===== src/rtl/cei_mochila_pkg.sv =====
// Shared types and constants for the TMR data-bus voter.
//   tmr_voter_state_e : voter FSM states
//   TMR_SKEW_MAX      : default request skew window in cycles
//   TMR_ERR_CNT_W     : width of the corrected-mismatch counter
package cei_mochila_pkg;

  typedef enum logic [2:0] {
    VOTER_IDLE,
    VOTER_GATHER,
    VOTER_ISSUE,
    VOTER_WAIT_RSP,
    VOTER_ERROR
  } tmr_voter_state_e;

  localparam int unsigned TMR_SKEW_MAX  = 4;
  localparam int unsigned TMR_ERR_CNT_W = 16;

endpackage


===== src/rtl/obi_pkg.sv =====
// OBI request/response bundles shared by the CPU data ports and the system bus.
//   obi_req_t  : req, addr[31:0], we, be[3:0], wdata[31:0]
//   obi_resp_t : gnt, rvalid, rdata[31:0]
package obi_pkg;

  typedef struct packed {
    logic        req;
    logic [31:0] addr;
    logic        we;
    logic [3:0]  be;
    logic [31:0] wdata;
  } obi_req_t;

  typedef struct packed {
    logic        gnt;
    logic        rvalid;
    logic [31:0] rdata;
  } obi_resp_t;

endpackage


===== src/rtl/tmr_majority3.sv =====
// Bitwise 2-of-3 majority voter for one field.
//   a, b, c : the three replicas of the field
//   y       : bitwise majority
//   dis     : dis[i] set when replica i differs from y anywhere
//   no_maj  : all three replicas pairwise different (no trustworthy value)
module tmr_majority3 #(
  parameter int unsigned W = 32
) (
  input  logic [W-1:0] a,
  input  logic [W-1:0] b,
  input  logic [W-1:0] c,
  output logic [W-1:0] y,
  output logic [2:0]   dis,
  output logic         no_maj
);

  assign y      = (a & b) | (a & c) | (b & c);
  assign dis    = {c != y, b != y, a != y};
  // The bitwise vote always yields something, but if no two replicas agree
  // on the whole field the result is a synthetic value nobody asked for.
  assign no_maj = (a != b) && (a != c) && (b != c);

endmodule


===== src/rtl/tmr_obi_voter.sv =====
// TMR OBI data-bus voter: gathers the three harts' requests inside a skew
// window, votes address/we/be/wdata, issues one bus transaction and
// broadcasts grant and response back to all harts.
//   clk_i, rst_i      : clock, synchronous active-high reset
//   enable_i          : 1 = voting, 0 = hart 0 pass-through (sampled in IDLE)
//   clear_i           : clears sticky status, leaves ERROR
//   hart_req_i/resp_o : per-hart OBI data ports
//   bus_req_o/resp_i  : voted OBI port to the system bus
//   mismatch_o        : pulse on a corrected 2-of-3 disagreement
//   faulty_hart_o     : sticky one-hot of disagreeing harts
//   skew_err_o        : sticky, skew window expired
//   vote_err_o        : sticky, no majority on some field
//   err_cnt_o         : corrected-mismatch count
// Optional: TMR_VOTER_ERR_CNT_EN builds the saturating mismatch counter;
// without it err_cnt_o is tied to 0.
module tmr_obi_voter
  import obi_pkg::*;
  import cei_mochila_pkg::*;
#(
  parameter int unsigned SKEW_MAX = TMR_SKEW_MAX,
  parameter int unsigned NHARTS   = 3
) (
  input  logic                     clk_i,
  input  logic                     rst_i,
  input  logic                     enable_i,
  input  logic                     clear_i,
  input  obi_req_t  [NHARTS-1:0]   hart_req_i,
  output obi_resp_t [NHARTS-1:0]   hart_resp_o,
  output obi_req_t                 bus_req_o,
  input  obi_resp_t                bus_resp_i,
  output logic                     mismatch_o,
  output logic [2:0]               faulty_hart_o,
  output logic                     skew_err_o,
  output logic                     vote_err_o,
  output logic [TMR_ERR_CNT_W-1:0] err_cnt_o
);

  if (NHARTS != 3) begin : g_nharts_chk
    $error("tmr_obi_voter: NHARTS must be 3");
  end
  if (SKEW_MAX < 1 || SKEW_MAX > 255) begin : g_skew_chk
    $error("tmr_obi_voter: SKEW_MAX must be 1..255");
  end

  localparam logic [7:0] SKEW_LIM = 8'(SKEW_MAX);

  tmr_voter_state_e state_q, state_d;
  logic [7:0] skew_cnt_q, skew_d;
  obi_req_t   voted, voted_q;
  logic       mismatch_q, skew_err_q, vote_err_q;
  logic [2:0] faulty_q, new_fault;
  logic       tmr_mode_q, tmr_act, pt_out_q;
  logic       all_req, any_req, snap, set_skew, set_vote;

  // ---- field voters, fed straight from the hart ports so a vote failure
  // is known at the snapshot edge and nothing reaches the bus
  logic [31:0] v_addr, v_wdata;
  logic [3:0]  v_be;
  logic        v_we;
  logic [2:0]  dis_addr, dis_we, dis_be, dis_wdata;
  logic        nm_addr, nm_we, nm_be, nm_wdata, vote_fail;

  tmr_majority3 #(.W(32)) u_vote_addr (
    .a(hart_req_i[0].addr), .b(hart_req_i[1].addr), .c(hart_req_i[2].addr),
    .y(v_addr), .dis(dis_addr), .no_maj(nm_addr));
  tmr_majority3 #(.W(1)) u_vote_we (
    .a(hart_req_i[0].we), .b(hart_req_i[1].we), .c(hart_req_i[2].we),
    .y(v_we), .dis(dis_we), .no_maj(nm_we));
  tmr_majority3 #(.W(4)) u_vote_be (
    .a(hart_req_i[0].be), .b(hart_req_i[1].be), .c(hart_req_i[2].be),
    .y(v_be), .dis(dis_be), .no_maj(nm_be));
  tmr_majority3 #(.W(32)) u_vote_wdata (
    .a(hart_req_i[0].wdata), .b(hart_req_i[1].wdata), .c(hart_req_i[2].wdata),
    .y(v_wdata), .dis(dis_wdata), .no_maj(nm_wdata));

  assign vote_fail = nm_addr | nm_we | nm_be | nm_wdata;
  assign voted     = '{req: 1'b1, addr: v_addr, we: v_we, be: v_be, wdata: v_wdata};
  assign new_fault = (snap && !vote_fail) ? (dis_addr | dis_we | dis_be | dis_wdata) : 3'b000;

  assign all_req = hart_req_i[0].req & hart_req_i[1].req & hart_req_i[2].req;
  assign any_req = hart_req_i[0].req | hart_req_i[1].req | hart_req_i[2].req;

  // Mode follows enable_i only while idle with no pass-through response
  // still owed to hart 0; otherwise the latched mode holds.
  assign tmr_act = (state_q == VOTER_IDLE && !pt_out_q) ? enable_i : tmr_mode_q;

  // ---- next state
  always_comb begin
    state_d  = state_q;
    skew_d   = skew_cnt_q;
    snap     = 1'b0;
    set_skew = 1'b0;
    set_vote = 1'b0;
    case (state_q)
      VOTER_IDLE: begin
        if (tmr_act) begin
          if (all_req) begin
            snap = 1'b1;
          end else if (any_req) begin
            state_d = VOTER_GATHER;
            skew_d  = 8'd1;
          end
        end
      end
      VOTER_GATHER: begin
        // The window closes once the count reaches SKEW_MAX: a last arrival
        // at cycle k is accepted only for k < SKEW_MAX.
        if (skew_cnt_q >= SKEW_LIM) begin
          set_skew = 1'b1;
          state_d  = VOTER_ERROR;
        end else if (all_req) begin
          snap = 1'b1;
        end else begin
          skew_d = skew_cnt_q + 8'd1;
        end
      end
      VOTER_ISSUE:    if (bus_resp_i.gnt)    state_d = VOTER_WAIT_RSP;
      VOTER_WAIT_RSP: if (bus_resp_i.rvalid) state_d = VOTER_IDLE;
      VOTER_ERROR:    if (clear_i)           state_d = VOTER_IDLE;
      default:        state_d = VOTER_IDLE;
    endcase
    if (snap) begin
      if (vote_fail) begin
        set_vote = 1'b1;
        state_d  = VOTER_ERROR;
      end else begin
        state_d  = VOTER_ISSUE;
      end
    end
  end

  // ---- state and status registers
  always_ff @(posedge clk_i) begin
    if (rst_i) begin
      state_q    <= VOTER_IDLE;
      skew_cnt_q <= '0;
      voted_q    <= '0;
      mismatch_q <= 1'b0;
      faulty_q   <= '0;
      skew_err_q <= 1'b0;
      vote_err_q <= 1'b0;
      tmr_mode_q <= 1'b0;
      pt_out_q   <= 1'b0;
    end else begin
      state_q    <= state_d;
      skew_cnt_q <= skew_d;
      tmr_mode_q <= tmr_act;
      if (snap && !vote_fail) voted_q <= voted;
      mismatch_q <= |new_fault;
      // A fault detected in the same cycle as clear_i is kept.
      faulty_q   <= (clear_i ? 3'b000 : faulty_q) | new_fault;
      skew_err_q <= (skew_err_q & ~clear_i) | set_skew;
      vote_err_q <= (vote_err_q & ~clear_i) | set_vote;
      if (!tmr_act)
        pt_out_q <= (pt_out_q & ~bus_resp_i.rvalid) | (hart_req_i[0].req & bus_resp_i.gnt);
    end
  end

`ifdef TMR_VOTER_ERR_CNT_EN
  logic [TMR_ERR_CNT_W-1:0] err_cnt_q;
  always_ff @(posedge clk_i) begin
    if (rst_i || clear_i)
      err_cnt_q <= '0;
    else if (|new_fault && err_cnt_q != '1)
      err_cnt_q <= err_cnt_q + 1'b1;
  end
  assign err_cnt_o = err_cnt_q;
`else
  assign err_cnt_o = '0;
`endif

  // ---- datapath outputs
  always_comb begin
    bus_req_o   = '0;
    hart_resp_o = '0;
    if (!tmr_act) begin
      bus_req_o      = hart_req_i[0];
      hart_resp_o[0] = bus_resp_i;
    end else begin
      case (state_q)
        VOTER_ISSUE: begin
          bus_req_o     = voted_q;
          bus_req_o.req = 1'b1;
          for (int i = 0; i < NHARTS; i++) hart_resp_o[i].gnt = bus_resp_i.gnt;
        end
        VOTER_WAIT_RSP: begin
          for (int i = 0; i < NHARTS; i++) begin
            hart_resp_o[i].rvalid = bus_resp_i.rvalid;
            hart_resp_o[i].rdata  = bus_resp_i.rdata;
          end
        end
        default: ;
      endcase
    end
  end

  assign mismatch_o    = mismatch_q;
  assign faulty_hart_o = faulty_q;
  assign skew_err_o    = skew_err_q;
  assign vote_err_o    = vote_err_q;

endmodule


===== config.mk =====
export PLATFORM = sky130hd
export DESIGN_NAME = tmr_obi_voter
export DESIGN_NICKNAME = d
export VERILOG_FILES = /design/src/rtl/cei_mochila_pkg.sv /design/src/rtl/obi_pkg.sv /design/src/rtl/tmr_majority3.sv /design/src/rtl/tmr_obi_voter.sv
export SDC_FILE = /design/constraint.sdc
export NUM_CORES = 1
export LEC_CHECK = 0
export CORE_AREA = 2 2 174 176
export DETAILED_ROUTE_END_ITERATION = 8
export DIE_AREA = 0 0 176 178
export PLACE_DENSITY = 0.83
export SYNTH_ARGS = -nofsm -noshare
export SYNTH_HDL_FRONTEND = slang
export SYNTH_HIERARCHICAL = 1
export SYNTH_SLANG_ARGS = --single-unit

===== constraint.sdc =====
create_clock -name clk_i -period 3.4 [get_ports clk_i]
set_input_delay 0.34 -clock clk_i [delete_from_list [all_inputs] [get_ports clk_i]]
set_output_delay 0.34 -clock clk_i [all_outputs]
set_load 0.1 [all_outputs]

==> results.md <==
- Result of the run: complete, no violations
- Worst flop-to-flop path startpoint: state_q[0]$_SDFFE_PP0P_
- Number of setup violations in the final report: 0
- Total number of vias: 16530
- Die span in y: ~180 microns
- Uppermost metal layer occupied by signal nets: met4
- Kind of launch point of the worst setup path: primary input
- Standard-cell rows: 63
- Starting density of the core: 44.76%
- Final weighted congestion in routability-driven placement: approximately 1.1
- Register bit count reported by yosys: between 80 and 90
- Largest net degree at the start of global routing: 101
- Critical Path AT: between 3 and 4 ns
- Cell at the root of the clock tree: sky130_fd_sc_hd__clkbuf_16
- Post-layout minimum cycle time: 3.384 ns
- Fill cell instance count of the final layout: 2346
- Register area share after synthesis: 13.39%
- Warning count from the yosys run: 6
- Hold slack: 0.4673 ns
- Pin slew with the least headroom to its limit: ~1.0 ns
- Largest driver fanout on the critical path: 10
- Critical Path Sink Type: register
- Area growth, synth to finish: 56.23%
- Max Root-Sink Buffers: 2
- Data required time at the worst endpoint: ~3.7 ns
- CTS Hold Bufs: 0
- Syn avg cell area: 7.999 sq um
- Drt first-iter violations: 1697
- Most frequent standard cell in the layout excluding fill and tap cells: sky130_fd_sc_hd__buf_4
- First-pass GRT wire length: ~90000 microns
- Number of H-tree levels: 3
- Worst clock skew: 0.01294 ns
- Die ar.: 31330 sq um
- Total power per unit cell area: 424.5 nW/um^2
- Final nets: 2672
- Initial antenna violation count: 4
- Pre-antenna DRT Iters: 6
- Total negative slack: 0 ns
- Design Power: 0.008727 W
- Classification of the worst-slack hold path: register to register
- Hold path startpoint: skew_cnt_q[7]$_SDFFE_PP0P_
- Clock tree from TritonCTS: done
- Fmax: about 300 MHz
- Sum of routed wire length over all layers: 60880 microns
- Synth unique cells: 52
- Reg2Reg Setup Slack: ~1.3 ns
- Share of the cycle needed by the critical path after routing: 99.54%
- Multi-input combinational cell area: 10990 sq um
- Number of pins with negative max-slew slack in the final report: 0
- Worst skew pair latency: ~0.36 ns
- Netlist area before placement: 13160 sq um
- Highest-count cells in the layout ignoring fill and taps: sky130_fd_sc_hd__buf_4, sky130_fd_sc_hd__nor4_1, sky130_fd_sc_hd__clkdlybuf4s50_1
- Clock-pin slew on the worst setup and hold paths: ~0.070 ns
- Number of cells produced by synthesis: 1645
- Hold Vio Cnt, Final: 0
- Total core area: 29400 sq um
- Peak supply drop: 0.4389 mV
- IO Port Bufs: 425
- Routed WL per cell: about 23 microns
- Average via count per standard cell: 6.317
- Fraction of layout instances using a drive strength above 1: between 20% and 30%
- Horizontal die dimension: 176 microns
- Crit. Startpoint: hart_req_i[194]
- Sink Count: 88
- Relative slew margins: 30.68%
- I/O pin cnt: between 400 and 500
- Final core utilization: 69.92%
- M1 WL: 23720 microns
- Amount of wire on met2 after detailed routing: 29130 microns
- Leakage power: 8.055 nW
- Tot GR Track Use: between 30% and 40%
- Sequential cell area: 1762 sq um
- Post-detail-place hpwl: roughly 50000 microns
- Num CTS Buffers: 9
- Drt drc: 0
- Residual antenna-violating net count after detailed routing: 0
- Max cap viols: 0
- Met3 routed wirelength: ~5200 microns
- Critical path start-end classification: primary input to register
- Gr ovfl total: 0
- Via count of the first global-routing pass: around 16000
-- final cells by class --
type,count,share of cell area (%)
Tap cell,390,2.374
Clock inverter,5,0.1826
Inverter,9,0.1643
Multi-Input combinational cell,1458,53.45
Sequential cell,88,8.569
Antenna cell,6,0.07303
Timing Repair Buffer,649,34.00
Clock buffer,11,1.181
-- worst paths after layout --
kind,end,cells after the start
setup reg to reg,state_q[0]$_SDFFE_PP0P_,4
hold / removal,skew_cnt_q[7]$_SDFFE_PP0P_,1
hold reg to reg,skew_cnt_q[7]$_SDFFE_PP0P_,1
setup / recovery,voted_q[68]$_SDFFE_PP0P_,12
-- repair_timing --
item                       in CTS  in global routing
hold endpoints to repair        0                  0
gates cloned                    0                  2
setup endpoints to repair      70                 72
resized for setup              11                 18
pin swaps                       1                  5
buffers inserted                0                  2
-- through the flow --
stage               area (sq um)  setup slack, ns  std cells
floorplan                  13220          -0.2725       1660
global placement           20010          -0.4044       2590
detailed placement         20010          -0.5019       2590
CTS                        20340          0.03380       2606
global route               20550          -0.1057       2614
finish                     20560          0.01578       2616
-- worst max-delay path, cell delays in order --
cell	delay, ns
sky130_fd_sc_hd__clkdlybuf4s50_1	0.58
sky130_fd_sc_hd__ha_1	0.29
sky130_fd_sc_hd__nor4_2	0.37
sky130_fd_sc_hd__nand4_1	0.29
sky130_fd_sc_hd__nor2_1	0.17
sky130_fd_sc_hd__nor2_1	0.12
sky130_fd_sc_hd__or4_4	0.55
sky130_fd_sc_hd__nand2b_1	0.18
sky130_fd_sc_hd__o21ba_4	0.25
sky130_fd_sc_hd__buf_12	0.15
sky130_fd_sc_hd__clkbuf_16	0.19
sky130_fd_sc_hd__mux2i_1	0.19
-- state kept, by name (all words and copies together), names as in the netlist, 3 cells and up --
| name | cells |
|---|---|
| skew_cnt_q | 8 |
| voted_q | 69 |
| faulty_hart_o | 3 |
| state_q | 3 |
-- report_power, final --
| part | switching, W | leakage [nW] | internal, W |
|---|---|---|---|
| Clock | 0.000495 | 0.133 | 0.000522 |
| Combinational | 0.00424 | 7.21 | 0.00238 |
| Sequential | 0.0000344 | 0.709 | 0.00105 |
| Total | 0.00477 | 8.06 | 0.00395 |
-- cells in the mapped netlist (all sizes together) --
cell type,number,area [sq um]
or4,2,18.77
nand3,5,25.02
o211ai,1,7.510
or3,65,414.1
nor2b,3,18.77
o21a,4,30.03
a311oi,2,17.52
mux2i,72,720.7
xnor2,3,26.28
a2111oi,1,27.53
nor4,272,1714
nand4,22,137.6
a2bb2oi,1,8.760
nand2b,141,882.1
nand2,145,544.3
o22ai,99,619.3
nor4b,1,8.760
a21boi,1,7.510
buf,62,455.4
o21bai,1,7.510
a31oi,1,6.260
o31ai,3,22.52
nor2,9,33.78
and3,5,31.28
a31o,1,8.760
a21oi,6,30.03
a211oi,1,7.510
clkbuf,43,161.4
nand4b,1,8.760
o21ai,74,370.4
nor3,10,81.33
xor2,12,105.1
a21o,2,15.01
inv,9,33.78
ha,209,2615
o21ba,1,10.01
dfxtp,88,1762
o31a,192,1689
and2,70,437.9
conb,1,3.750
nor3b,1,7.510
or3b,3,26.28
-- layer usage --
layer,GRT usage (%),up-vias
li1,-,7719
met1,44.55,7699
met2,64.07,931
met3,6.287,176
met4,17.08,0
met5,0,-
-- cell families after synthesis --
logic type	count (synthesis)	share of synthesized area, %
buffers and inverters	114	4.944
other	1	0.02850
adder cells (fa/ha/maj)	209	19.87
multiplexers	72	5.477
XOR/XNOR	15	0.9984
flip-flops	88	13.39
AND/OR/NAND/NOR	755	33.37
AO/OA/AOI/OAI	391	21.93
Power figures use the tool's default switching activity.
